File: src/rtl/plru_tree_unit_if.sv
// Request/response bundle for the tree pseudo-LRU engine: lookups, CPU and bus touches,
// victim result and init status.
interface plru_tree_unit_if #(
    parameter int WAYS     = 4,
    parameter int SET_BITS = 4
);
    localparam int TREE_BITS = WAYS - 1;
    localparam int WAY_BITS  = $clog2(WAYS);

    logic                 init_busy;
    logic                 lkp_valid;
    logic [SET_BITS-1:0]  lkp_set;
    logic                 victim_valid;
    logic [WAY_BITS-1:0]  victim_way;
    logic [TREE_BITS-1:0] victim_tree;
    logic                 cpu_touch_en;
    logic [SET_BITS-1:0]  cpu_touch_set;
    logic [WAY_BITS-1:0]  cpu_touch_way;
    logic                 bus_touch_en;
    logic [SET_BITS-1:0]  bus_touch_set;
    logic [WAY_BITS-1:0]  bus_touch_way;

    modport master (
        input  init_busy, victim_valid, victim_way, victim_tree,
        output lkp_valid, lkp_set,
        output cpu_touch_en, cpu_touch_set, cpu_touch_way,
        output bus_touch_en, bus_touch_set, bus_touch_way
    );

    modport slave (
        output init_busy, victim_valid, victim_way, victim_tree,
        input  lkp_valid, lkp_set,
        input  cpu_touch_en, cpu_touch_set, cpu_touch_way,
        input  bus_touch_en, bus_touch_set, bus_touch_way
    );
endinterface

File: src/rtl/plru_tree_unit.sv
// Tree pseudo-LRU replacement engine: per-set heap of WAYS-1 bits, merged CPU/bus touches,
// write-first registered victim lookup, and a post-reset clear sweep.
//
// state    | meaning
// ST_RESET | held in reset; first released cycle clears set 0
// ST_INIT  | clear sweep, one set per cycle, through the last set
// ST_READY | normal operation, touches and lookups accepted
module plru_tree_unit #(
    parameter int WAYS     = 4,
    parameter int SET_BITS = 4
) (
    input  logic             clk,
    input  logic             rst_n,
    plru_tree_unit_if.slave  pif
);
    localparam int TREE_BITS = WAYS - 1;
    localparam int WAY_BITS  = $clog2(WAYS);
    localparam int SETS      = 2 ** SET_BITS;

    typedef logic [TREE_BITS-1:0] tree_t;
    typedef logic [WAY_BITS-1:0]  way_t;
    typedef logic [SET_BITS-1:0]  set_t;

    typedef enum logic [1:0] {ST_RESET, ST_INIT, ST_READY} state_t;

    state_t state_q, state_d;
    set_t   init_cnt_q;
    tree_t  tree_mem [SETS];
    logic   ready;
    logic   same_set;
    tree_t  cpu_new, bus_new, lkp_tree;

    // The node mask is one bit wider than the tree so heap node n lands on bit n-1
    // after dropping bit 0.
    function automatic tree_t touch(input tree_t t, input way_t w);
        tree_t                r;
        way_t                 ws;
        logic [WAY_BITS:0]    node;
        logic [TREE_BITS:0]   oh;
        logic                 dir;
        r    = t;
        ws   = w;
        node = (WAY_BITS+1)'(1);
        for (int lvl = 0; lvl < WAY_BITS; lvl++) begin
            dir  = ws[WAY_BITS-1];
            oh   = (TREE_BITS+1)'(1) << node;
            r    = dir ? (r & ~oh[TREE_BITS:1]) : (r | oh[TREE_BITS:1]);
            node = {node[WAY_BITS-1:0], dir};
            ws   = ws << 1;
        end
        return r;
    endfunction

    function automatic way_t walk(input tree_t t);
        logic [WAY_BITS:0]    node;
        logic [TREE_BITS:0]   oh;
        logic                 dir;
        node = (WAY_BITS+1)'(1);
        for (int lvl = 0; lvl < WAY_BITS; lvl++) begin
            oh   = (TREE_BITS+1)'(1) << node;
            dir  = |(t & oh[TREE_BITS:1]);
            node = {node[WAY_BITS-1:0], dir};
        end
        return node[WAY_BITS-1:0];
    endfunction

    assign ready         = (state_q == ST_READY);
    assign pif.init_busy = !ready;

    always_ff @(posedge clk) begin
        if (!rst_n) begin
            state_q    <= ST_RESET;
            init_cnt_q <= '0;
        end else begin
            state_q <= state_d;
            if (!ready) init_cnt_q <= init_cnt_q + set_t'(1);
        end
    end

    always_comb begin
        state_d = state_q;
        unique case (state_q)
            ST_RESET, ST_INIT: state_d = (init_cnt_q == set_t'(SETS - 1)) ? ST_READY : ST_INIT;
            ST_READY:          state_d = ST_READY;
            default:           state_d = ST_RESET;
        endcase
    end

    // Bus touch is applied on top of the CPU touch when both hit the same set.
    always_comb begin
        same_set = pif.cpu_touch_en && pif.bus_touch_en && (pif.cpu_touch_set == pif.bus_touch_set);
        cpu_new  = touch(tree_mem[pif.cpu_touch_set], pif.cpu_touch_way);
        bus_new  = touch(same_set ? cpu_new : tree_mem[pif.bus_touch_set], pif.bus_touch_way);
        lkp_tree = tree_mem[pif.lkp_set];
        if (pif.cpu_touch_en && (pif.cpu_touch_set == pif.lkp_set))
            lkp_tree = touch(lkp_tree, pif.cpu_touch_way);
        if (pif.bus_touch_en && (pif.bus_touch_set == pif.lkp_set))
            lkp_tree = touch(lkp_tree, pif.bus_touch_way);
    end

    always_ff @(posedge clk) begin
        if (rst_n) begin
            if (!ready) begin
                tree_mem[init_cnt_q] <= '0;
            end else begin
                if (pif.cpu_touch_en && !same_set) tree_mem[pif.cpu_touch_set] <= cpu_new;
                if (pif.bus_touch_en)              tree_mem[pif.bus_touch_set] <= bus_new;
            end
        end
    end

    always_ff @(posedge clk) begin
        if (!rst_n) begin
            pif.victim_valid <= 1'b0;
            pif.victim_way   <= '0;
            pif.victim_tree  <= '0;
        end else begin
            pif.victim_valid <= ready && pif.lkp_valid;
            if (ready && pif.lkp_valid) begin
                pif.victim_tree <= lkp_tree;
                pif.victim_way  <= walk(lkp_tree);
            end
        end
    end
endmodule

File: src/flat_wrapper.sv
// flat-port wrapper written by rule: the top's interface ports become plain ports
module plru_tree_unit_flat 
#(
    parameter int WAYS     = 4,
    parameter int SET_BITS = 4
)
  (clk, rst_n, pif_init_busy, pif_victim_valid, pif_victim_way, pif_victim_tree, pif_lkp_valid, pif_lkp_set, pif_cpu_touch_en, pif_cpu_touch_set, pif_cpu_touch_way, pif_bus_touch_en, pif_bus_touch_set, pif_bus_touch_way);
  plru_tree_unit_if #(.WAYS(WAYS), .SET_BITS(SET_BITS)) pif_i ();
  input  logic clk;
  input  logic rst_n;
  output wire logic [$bits(pif_i.init_busy)-1:0] pif_init_busy;
  output wire logic [$bits(pif_i.victim_valid)-1:0] pif_victim_valid;
  output wire logic [$bits(pif_i.victim_way)-1:0] pif_victim_way;
  output wire logic [$bits(pif_i.victim_tree)-1:0] pif_victim_tree;
  input wire logic [$bits(pif_i.lkp_valid)-1:0] pif_lkp_valid;
  input wire logic [$bits(pif_i.lkp_set)-1:0] pif_lkp_set;
  input wire logic [$bits(pif_i.cpu_touch_en)-1:0] pif_cpu_touch_en;
  input wire logic [$bits(pif_i.cpu_touch_set)-1:0] pif_cpu_touch_set;
  input wire logic [$bits(pif_i.cpu_touch_way)-1:0] pif_cpu_touch_way;
  input wire logic [$bits(pif_i.bus_touch_en)-1:0] pif_bus_touch_en;
  input wire logic [$bits(pif_i.bus_touch_set)-1:0] pif_bus_touch_set;
  input wire logic [$bits(pif_i.bus_touch_way)-1:0] pif_bus_touch_way;
  assign pif_init_busy = pif_i.init_busy;
  assign pif_victim_valid = pif_i.victim_valid;
  assign pif_victim_way = pif_i.victim_way;
  assign pif_victim_tree = pif_i.victim_tree;
  assign pif_i.lkp_valid = pif_lkp_valid;
  assign pif_i.lkp_set = pif_lkp_set;
  assign pif_i.cpu_touch_en = pif_cpu_touch_en;
  assign pif_i.cpu_touch_set = pif_cpu_touch_set;
  assign pif_i.cpu_touch_way = pif_cpu_touch_way;
  assign pif_i.bus_touch_en = pif_bus_touch_en;
  assign pif_i.bus_touch_set = pif_bus_touch_set;
  assign pif_i.bus_touch_way = pif_bus_touch_way;
  plru_tree_unit #(.WAYS(WAYS), .SET_BITS(SET_BITS)) u_core (.clk(clk), .rst_n(rst_n), .pif(pif_i));
endmodule
File: config.mk
export PLATFORM = sky130hd
export DESIGN_NAME = plru_tree_unit_flat
export DESIGN_NICKNAME = d
export VERILOG_FILES = /design/src/rtl/plru_tree_unit_if.sv /design/src/rtl/plru_tree_unit.sv /design/src/flat_wrapper.sv
export SDC_FILE = /design/constraint.sdc
export NUM_CORES = 1
export LEC_CHECK = 0
export ABC_AREA = 1
export CELL_PAD_IN_SITES_DETAIL_PLACEMENT = 1
export CELL_PAD_IN_SITES_GLOBAL_PLACEMENT = 1
export CORE_MARGIN = 1
export CORE_UTILIZATION = 40
export CTS_CLUSTER_SIZE = 12
export DETAILED_ROUTE_END_ITERATION = 10
export PLACE_DENSITY_LB_ADDON = 0.1
export SKIP_CTS_REPAIR_TIMING = 1
export SYNTH_ARGS = -nofsm -noshare
export SYNTH_HDL_FRONTEND = slang
export SYNTH_SLANG_ARGS = --single-unit
File: constraint.sdc
create_clock -name clk -period 2.5 [get_ports clk]
set_input_delay 0.625 -clock clk [delete_from_list [all_inputs] [get_ports clk]]
set_output_delay 0.625 -clock clk [all_outputs]
set_load 0.05 [all_outputs]
==> results of run 1 <==
[worst register-to-register path: stages (launching register included)]
cell	delay, ps
dfxtp_1	350
inv_2	50
nor2_2	100
inv_2	70
nor2_2	110
inv_1	90
nor2_4	160
nand2_4	110
buf_12	180
o21ai_4	290
nand3_4	190
o21ai_4	240
[stage by stage]
| stage | utilization | std cells | setup TNS [ps] | total power (W) | area [um^2] |
|---|---|---|---|---|---|
| final | 0.574 | 906 | -5.98 | 0.00271 | 6000 |
| after global placement | 0.510 | 886 | -37720 | 0.00154 | 5340 |
| after detailed placement | 0.510 | 886 | -42280 | 0.00155 | 5340 |
| after global routing | 0.574 | 906 | -1120 | 0.00278 | 6000 |
| after floorplan | - | 670 | 0 | 0.00131 | 4390 |
| after CTS | 0.533 | 902 | -9370 | 0.00264 | 5580 |
[registers in the layout (all words and copies together) (netlist names)]
name,flops
u_core.tree_mem,48
u_core.init_cnt_q,4
u_core.state_q,2
u_core.pif.victim_tree,3
u_core.pif.victim_valid,1
u_core.pif.victim_way,1
[placed cells by master (no fill, tap or decap), types with 17 or more instances in the layout]
cell	instances
clkdlybuf4s50_1	19
nor2_1	34
inv_1	82
edfxtp_1	48
buf_4	73
o21ai_4	17
nand3_1	63
nand2_1	251
o21ai_0	40
a21oi_1	18
[final timing paths]
| path | startpoint | to | slack (ps) | cells past startpoint |
|---|---|---|---|---|
| worst max-delay path | pif_bus_touch_set[3] | u_core.tree_mem[6][2]$_DFFE_PP_ | -6 | 9 |
| worst min-delay path | u_core.pif.victim_way[0]$_SDFFE_PN0P_ | u_core.pif.victim_way[0]$_SDFFE_PN0P_ | 490 | 2 |
| worst max register to register | u_core.state_q[1]$_SDFF_PN0_ | u_core.tree_mem[6][2]$_DFFE_PP_ | 260 | 11 |
| worst min register to register | u_core.pif.victim_way[0]$_SDFFE_PN0P_ | u_core.pif.victim_way[0]$_SDFFE_PN0P_ | 490 | 2 |
[metal layers]
layer	part of all wire	vias up
met1	0.42	2496
met4	0.040	0
met3	0.069	55
met5	0	-
li1	-	2357
met2	0.47	192
[kinds of logic (layout without fill, tap and decap cells)]
logic type,Yosys count,count (layout),share of synthesized area
simple gates,389,390,0.371
compound gates,104,104,0.135
fa+ha+maj,1,1,0.00285
flops,59,59,0.378
buf+inv,117,216,0.112
[Yosys cell counts]
library cell | n | area share
and2_1 | 1 | 0.0014
nor2_4 | 3 | 0.0077
buf_1 | 1 | 0.00085
buf_2 | 7 | 0.0080
dfxtp_1 | 11 | 0.050
inv_2 | 8 | 0.0068
o21ai_2 | 6 | 0.012
nand2_2 | 5 | 0.0071
o21ai_0 | 40 | 0.046
a21oi_1 | 18 | 0.021
inv_1 | 83 | 0.071
or2_2 | 3 | 0.0043
nand3_1 | 70 | 0.080
nand4_1 | 4 | 0.0057
clkbuf_1 | 9 | 0.0077
o21bai_1 | 1 | 0.0017
nor2_1 | 36 | 0.031
o22ai_1 | 5 | 0.0071
ha_1 | 1 | 0.0028
o2111ai_1 | 2 | 0.0040
a22oi_1 | 8 | 0.014
edfxtp_1 | 48 | 0.33
buf_4 | 6 | 0.010
buf_6 | 3 | 0.0077
o21ai_1 | 21 | 0.024
nand2_1 | 260 | 0.22
a31oi_1 | 1 | 0.0014
nor3_2 | 1 | 0.0023
nand4_2 | 1 | 0.0028
a21oi_4 | 1 | 0.0037
nor2_2 | 4 | 0.0057
o31ai_1 | 1 | 0.0017
nor3_1 | 1 | 0.0011
[layout make-up]
class                      instances  area (um^2)  area share
multi-input combinational        495         2590       0.431
clock inverter                     4         97.6      0.0163
tap                              136          170      0.0283
sequential                        59         1660       0.277
clock buffer                      12          145      0.0242
timing repair buffer             109         1000       0.167
inverter                          91          342      0.0569
[power by group through the flow]
stage / clock (W) / sequential (W) / combinational [W]
2_1_floorplan: 0 / 0.00109 / 0.000223
3_3_place_gp: 0 / 0.00110 / 0.000440
3_5_place_dp: 0 / 0.00110 / 0.000450
4_1_cts: 0.00111 / 0.00108 / 0.000453
5_1_grt: 0.00115 / 0.00108 / 0.000559
6_report: 0.00111 / 0.00108 / 0.000522
==> flow_metrics.py, run 1 <==
metrics = {
    "setup_path": {
        "path_class": "input pin to flop",
        "crit_chain": "clkdlybuf4s50_1, o22ai_1, inv_1, nand4_4, nand2_4, buf_12, o21ai_4, nand3_4, o21ai_4",
        "critPathMaxFanout": 11,
        "crit_slowest_cell": "clkdlybuf4s50_1",
        "crit_buf_inv": 3,
        "arrival_ps": 2550,
        "cpPeakStageDelay_ps": 480,
        "cp_top_family": "buffers and inverters",
        "required_ps": 2550,
        "crit_top_cell": "o21ai_4",
        "critPathCaptureType": "flop",
        "start_kind": "input pin",
    },
    "yosys": {
        "syn-cell-area_um2": 4390,
        "seq_area_frac_synth": 0.378,
        "syn_inst": 670,
        "syn_avg_cell_area_um2": 6.55,
        "synth_cell_types": 33,
        "synth-seq-cells": 59,
        "syn_nets": 692,
        "ys.warnings.count": 0,
    },
    "layout": {
        "nFillCells": 1355,
        "syn2layout_area_growth_pct": 36.8,
        "n_antenna_cell": 0,
        "finalNetCount": 787,
        "drive_above_1_share": 0.217,
    },
    "clocking": {
        "cts.path.max_buffers": 2,
        "cts_tree": "done",
        "clkLatencyLatePin_ps": 360,
        "path_clk_slew_ps": 70,
        "cts-root-buf": "clkbuf_8",
        "numCtsBuffers": 9,
        "cts_num_sinks": 59,
        "cts_max_level": 3,
    },
    "global_route": {
        "grt_util_all_layers": 0.329,
        "antenna_found_initial": 0,
        "grt_pass1_wl_um": 27700,
        "grt_max_degree": 22,
        "gr-total-overflow": 0,
        "met2_usage": 0.545,
        "gr-usage-met3": 0.0565,
        "top_usage_layer": "met2",
        "gr-usage-met1": 0.432,
        "grt_pass1_vias": 5209,
    },
    "floorplan": {
        "design.core.area_um2": 10500,
        "ioPinCount": 28,
        "die_h_um": 107,
        "rows": 37,
        "floorplan.die_area_um2": 11400,
        "initial_core_util": 0.420,
        "dieWidth_um": 107,
    },
    "power_and_ir_drop": {
        "seq_power_share": 0.397,
        "powerDensity_nw_per_um2": 451,
        "switchingPower_w": 0.000756,
        "power.leakage_nw": 2.74,
        "comb_power_share": 0.193,
        "p_sw_frac": 0.279,
        "clockPowerShare": 0.410,
        "irDropWorstVdd_mv": 0.276,
        "internal_power_w": 0.00195,
    },
    "timing": {
        "setup_ws_ps": -5.98,
        "finalCritPeriodShare": 1.00,
        "relSlewSlack": 0.659,
        "maxSlewViolCount": 0,
        "fmax_mhz": 399,
        "setup_viol_count_final": 1,
        "finalClockSkew_ps": 13.6,
        "tightest_slew_ps": 510,
        "hold_slack_ps": 486,
        "final_hold_viol_count": 0,
        "post-route-min-period_ps": 2510,
    },
    "outcome": {
        "status": "complete, but fails checks",
        "violations": "setup timing",
    },
    "flow_run": {
        "max-cap-violations": 0,
    },
    "route": {
        "drtAntennaViolNets": 0,
        "first_pass_iters": 5,
        "post-route-drc-count": 0,
        "drt_iter0_markers": 332,
        "wl_um": 19100,
        "vias_per_cell": 5.63,
        "post_drt_wl_per_cell_um": 21.1,
        "vias": 5100,
    },
    "placement": {
        "place_ws_ps": -577,
        "port_buffers": 27,
        "place_congestion": 0.940,
        "dpl.hpwl_um": 14000,
    },
    "worst_hold_path": {
        "worstHoldPathType": "flop to flop",
    },
}
Power figures use the tool's default switching activity.
==> run 2, diff against run 1 <==
- CORE_ASPECT_RATIO: unset -> 0.7
- CORE_MARGIN: 1 -> 2
==> flow_metrics.py, run 2 (synthesis gave the netlist of run 1 again) <==
metrics = {
    "outcome": {
        "status": "finished, final reports clean",
    },
    "floorplan": {
        "floorplan.die_area_um2": 11800,
        "dieWidth_um": 129,
        "design.core.area_um2": 10500,
        "ioPinCount": 28,
        "rows": 31,
        "die_h_um": 91.7,
        "initial_core_util": 0.418,
    },
    "layout": {
        "multi_input_area_um2": 2640,
        "final_common_cell": "nand2_1",
        "largest_reg_flops": 48,
        "nFillCells": 1354,
        "reg_top3": "u_core.tree_mem: 48 flops, u_core.init_cnt_q: 4 flops, u_core.pif.victim_tree: 3 flops",
        "n_antenna_cell": 0,
        "final_cell_count_no_fill": 916,
        "post-route-cell-area_um2": 6090,
        "regMostFlops": "u_core.tree_mem",
        "finalNetCount": 785,
        "layout_common_cells": "249 x nand2_1, 79 x inv_1, 70 x buf_4",
        "drive_above_1_share": 0.228,
        "syn2layout_area_growth_pct": 38.6,
        "fin_util": 0.579,
        "seqCellArea_um2": 1660,
    },
    "timing": {
        "finalCritPeriodShare": 0.979,
        "finalClockSkew_ps": 8.15,
        "final_hold_viol_count": 0,
        "post-route-min-period_ps": 2450,
        "maxSlewViolCount": 0,
        "fmax_mhz": 408,
        "setup_viol_count_final": 0,
        "tightest_slew_ps": 574,
        "relSlewSlack": 0.617,
        "finalSetupTns_ps": 0,
    },
    "clocking": {
        "clkLatencyLatePin_ps": 350,
        "numCtsBuffers": 9,
        "cts_max_level": 3,
        "cts_tree": "done",
        "path_clk_slew_ps": 50,
        "cts_num_sinks": 59,
        "cts.path.max_buffers": 2,
        "cts-root-buf": "clkbuf_16",
    },
    "setup_path": {
        "rr_startpoint": "u_core.state_q[1]$_SDFF_PN0_",
        "worst-r2r-cell-count": 11,
        "path_class": "input pin to flop",
        "r2r_slack_ps": 250,
        "crit_slowest_cell": "clkdlybuf4s50_1",
        "critPathCaptureType": "flop",
        "start_kind": "input pin",
        "crit_chain": "clkdlybuf4s50_1, inv_1, nor3_4, nand4_4, nand2_4, buf_4, nand2_2, o21ai_4, nand3_4, o21ai_2",
        "cp_top_family": "simple AND/OR/NAND/NOR gates",
        "regToRegEndpoint": "u_core.tree_mem[12][1]$_DFFE_PP_",
        "arrival_ps": 2480,
        "critPathMaxFanout": 6,
        "crit_buf_inv": 3,
        "required_ps": 2540,
        "cpPeakStageDelay_ps": 450,
    },
    "placement": {
        "port_buffers": 27,
        "dpl_cell_area_um2": 5310,
        "dpl.hpwl_um": 14400,
        "place_congestion": 0.989,
        "dp_cells": 891,
    },
    "global_route": {
        "met2_usage": 0.500,
        "gr-total-overflow": 0,
        "gr-usage-met3": 0.0823,
        "grt_pass1_wl_um": 28200,
        "top_usage_layer": "met2",
        "grt_pass1_vias": 5042,
        "antenna_found_initial": 0,
        "grt_max_degree": 31,
        "grt_util_all_layers": 0.325,
        "gr-usage-met1": 0.450,
    },
    "route": {
        "vias": 5232,
        "post_drt_wl_per_cell_um": 21.7,
        "post-route-drc-count": 0,
        "wl_um": 19800,
        "first_pass_iters": 6,
        "drt_iter0_markers": 601,
        "drtAntennaViolNets": 0,
        "vias_per_cell": 5.71,
    },
    "worst_hold_path": {
        "min_to": "u_core.pif.victim_way[0]$_SDFFE_PN0P_",
        "min-delay-start": "u_core.pif.victim_way[0]$_SDFFE_PN0P_",
        "worstHoldPathCells": 2,
        "worstHoldPathType": "flop to flop",
    },
    "power_and_ir_drop": {
        "powerDensity_nw_per_um2": 456,
        "power.leakage_nw": 2.74,
        "irDropWorstVdd_mv": 0.414,
    },
    "flow_run": {
        "max-cap-violations": 0,
    },
}
run 2: worst max path at each step:
stage,from,end,slack [ps],depth (start not counted)
5_1_grt,pif_cpu_touch_en,u_core.tree_mem[7][2]$_DFFE_PP_,-20,10
3_3_place_gp,pif_bus_touch_set[1],u_core.tree_mem[9][1]$_DFFE_PP_,-540,14
3_5_place_dp,pif_cpu_touch_set[0],u_core.tree_mem[14][2]$_DFFE_PP_,-590,11
2_1_floorplan,pif_cpu_touch_set[2],u_core.tree_mem[2][0]$_DFFE_PP_,200,12
6_report,pif_cpu_touch_en,u_core.tree_mem[7][2]$_DFFE_PP_,50,10
4_1_cts,pif_bus_touch_set[2],u_core.tree_mem[14][1]$_DFFE_PP_,-240,11
run 2: per-stage QoR:
step,hold slack [ps],power (W),setup WS [ps]
3_5_place_dp,464,0.00155,-594
5_1_grt,499,0.00285,-24.9
6_report,481,0.00278,51.3
4_1_cts,473,0.00270,-243
2_1_floorplan,440,0.00131,200
3_3_place_gp,451,0.00154,-541
run 2: final cells by class:
| cell class | count | share of cell area |
|---|---|---|
| Inverter | 91 | 0.0561 |
| Multi-Input combinational cell | 495 | 0.433 |
| Clock buffer | 10 | 0.0376 |
| Sequential cell | 59 | 0.273 |
| Timing Repair Buffer | 107 | 0.163 |
| Clock inverter | 6 | 0.00678 |
| Tap cell | 148 | 0.0304 |
run 2: tightest hold or removal path: cells and delay by family (launching register included):
| kind | cells | cell delay, ps |
|---|---|---|
| AOI/OAI and AO/OA | 1 | 60 |
| DFF | 1 | 310 |
| and+or+nand+nor | 1 | 60 |
run 2: routing by layer:
| layer | part of all wire | vias up |
|---|---|---|
| li1 | - | 2350 |
| met1 | 0.42 | 2523 |
| met2 | 0.44 | 295 |
| met3 | 0.10 | 64 |
| met4 | 0.031 | 0 |
| met5 | 0 | - |
run 2: where the power goes:
| group | switching, W | leakage [nW] | total (W) | internal [W] |
|---|---|---|---|---|
| Sequential | 0.0000150 | 0.581 | 0.00108 | 0.00106 |
| Clock | 0.000492 | 0.125 | 0.00116 | 0.000670 |
| Combinational | 0.000342 | 2.03 | 0.000535 | 0.000193 |
| Total | 0.000849 | 2.74 | 0.00278 | 0.00193 |
==> run 3, diff against run 2 <==
- MAX_ROUTING_LAYER: unset -> met4
==> flow_metrics.py, run 3 (synthesis gave the netlist of run 1 again) <==
metrics = {
    "clocking": {
        "cts_num_sinks": 59,
        "cts_max_level": 3,
        "clkLatencyLatePin_ps": 340,
        "cts-root-buf": "clkbuf_16",
        "path_clk_slew_ps": 60,
        "cts_tree": "done",
        "cts.path.max_buffers": 2,
        "numCtsBuffers": 9,
    },
    "setup_path": {
        "start_kind": "input pin",
        "critPathMaxFanout": 6,
        "worst-r2r-cell-count": 12,
        "regToRegEndpoint": "u_core.tree_mem[13][2]$_DFFE_PP_",
        "arrival_ps": 2560,
        "required_ps": 2560,
        "critPathCaptureType": "flop",
        "path_class": "input pin to flop",
        "r2r_slack_ps": 180,
        "rr_startpoint": "u_core.state_q[1]$_SDFF_PN0_",
    },
    "placement": {
        "dpl.hpwl_um": 14200,
        "port_buffers": 27,
        "dp_cells": 893,
        "place_congestion": 1.03,
    },
    "timing": {
        "fmax_mhz": 399,
        "finalClockSkew_ps": 10.0,
        "grt_setup_unrepaired": "yes",
        "tightest_slew_ps": 595,
        "hold_slack_ps": 471,
        "post-route-min-period_ps": 2510,
        "final_hold_viol_count": 0,
        "setup_viol_count_final": 3,
        "maxSlewViolCount": 0,
        "finalCritPeriodShare": 1.00,
        "relSlewSlack": 0.603,
        "setup_ws_ps": -7.87,
    },
    "power_and_ir_drop": {
        "comb_power_share": 0.181,
        "powerDensity_nw_per_um2": 474,
        "p_sw_frac": 0.293,
        "switchingPower_w": 0.000841,
        "internal_power_w": 0.00203,
        "seq_power_share": 0.375,
        "power.leakage_nw": 2.76,
        "irDropWorstVdd_mv": 0.340,
        "clockPowerShare": 0.443,
    },
    "worst_hold_path": {
        "min-delay-start": "u_core.pif.victim_way[0]$_SDFFE_PN0P_",
        "min_to": "u_core.pif.victim_way[0]$_SDFFE_PN0P_",
        "worstHoldPathType": "flop to flop",
        "worstHoldPathCells": 2,
    },
    "layout": {
        "final_cell_count_no_fill": 919,
        "layout_common_cells": "253 x nand2_1, 79 x inv_1, 72 x buf_4",
        "final_common_cell": "nand2_1",
        "syn2layout_area_growth_pct": 37.8,
        "regMostFlops": "u_core.tree_mem",
        "reg_top3": "u_core.tree_mem: 48 flops, u_core.init_cnt_q: 4 flops, u_core.pif.victim_tree: 3 flops",
        "n_antenna_cell": 0,
        "largest_reg_flops": 48,
        "finalNetCount": 788,
        "drive_above_1_share": 0.227,
    },
    "floorplan": {
        "die_h_um": 91.7,
        "initial_core_util": 0.418,
        "dieWidth_um": 129,
        "ioPinCount": 28,
        "rows": 31,
        "design.core.area_um2": 10500,
        "floorplan.die_area_um2": 11800,
    },
    "global_route": {
        "grt_pass1_wl_um": 28900,
        "grt_pass1_vias": 5173,
        "grt_max_degree": 31,
        "grt_util_all_layers": 0.337,
        "gr-total-overflow": 0,
        "antenna_found_initial": 0,
    },
    "route": {
        "drt_iter0_markers": 626,
        "drtAntennaViolNets": 0,
        "wl_um": 19900,
        "post-route-drc-count": 0,
        "vias_per_cell": 5.71,
        "first_pass_iters": 5,
        "vias": 5248,
        "post_drt_wl_per_cell_um": 21.7,
    },
    "outcome": {
        "status": "complete, but fails checks",
        "violations": "setup timing",
    },
    "flow_run": {
        "max-cap-violations": 0,
    },
}
run 3: how the worst max path moves through the flow:
| stage | endpoint | slack (ps) | start | cells past startpoint |
|---|---|---|---|---|
| final | u_core.tree_mem[13][2]$_DFFE_PP_ | -8 | rst_n | 11 |
| after CTS | u_core.tree_mem[4][1]$_DFFE_PP_ | -300 | pif_bus_touch_set[0] | 14 |
| after global routing | u_core.tree_mem[3][0]$_DFFE_PP_ | -70 | pif_cpu_touch_en | 10 |
| after detailed placement | u_core.tree_mem[4][1]$_DFFE_PP_ | -610 | pif_bus_touch_set[0] | 14 |
| after floorplan | u_core.tree_mem[2][0]$_DFFE_PP_ | 200 | pif_cpu_touch_set[2] | 12 |
| after global placement | u_core.tree_mem[13][0]$_DFFE_PP_ | -560 | pif_cpu_touch_set[0] | 12 |
run 3: area by class of cell:
cell class / count / area, um^2
clock buffers: 9 / 225
clock inverters: 7 / 76.3
fillers: 1329 / 4460
inverters: 91 / 342
multi-input cells: 495 / 2560
flip-flops and latches: 59 / 1660
well taps: 148 / 185
repair buffers: 110 / 998
run 3: power groups by stage:
stage	logic [W]	clock network, W	registers, W
6_report	0.000520	0.00127	0.00108
5_1_grt	0.000553	0.00131	0.00108
4_1_cts	0.000449	0.00127	0.00108
3_5_place_dp	0.000442	0	0.00110
3_3_place_gp	0.000430	0	0.00110
2_1_floorplan	0.000223	0	0.00109
run 3: per-layer routing:
layer | vias up | wire (um) | global-route usage
met5 | - | 0 | -
met4 | 0 | 388 | 0.112
met3 | 38 | 1680 | 0.0700
met2 | 276 | 9210 | 0.500
met1 | 2579 | 8640 | 0.459
li1 | 2355 | - | -
run 3: through the flow:
stage | setup TNS, ps | setup WS [ps] | utilization | instance area (um^2) | total power (W)
after detailed placement | -45520 | -609 | 0.503 | 5290 | 0.00154
after global routing | -759 | -65.9 | 0.576 | 6050 | 0.00294
after global placement | -38380 | -557 | 0.503 | 5290 | 0.00153
after floorplan | 0 | 200 | - | 4390 | 0.00131
after CTS | -16520 | -296 | 0.532 | 5590 | 0.00280
final | -22.7 | -7.87 | 0.576 | 6050 | 0.00287
run 3: worst max-delay path, stage by stage:
cell and delay (ps):
clkdlybuf4s50_1 510, inv_1 90, nor2_2 120, inv_2 70, nor2_4 140, nand2_4 100
buf_6 160, o21ai_4 270, nand3_4 140, o21ai_4 210, buf_6 130
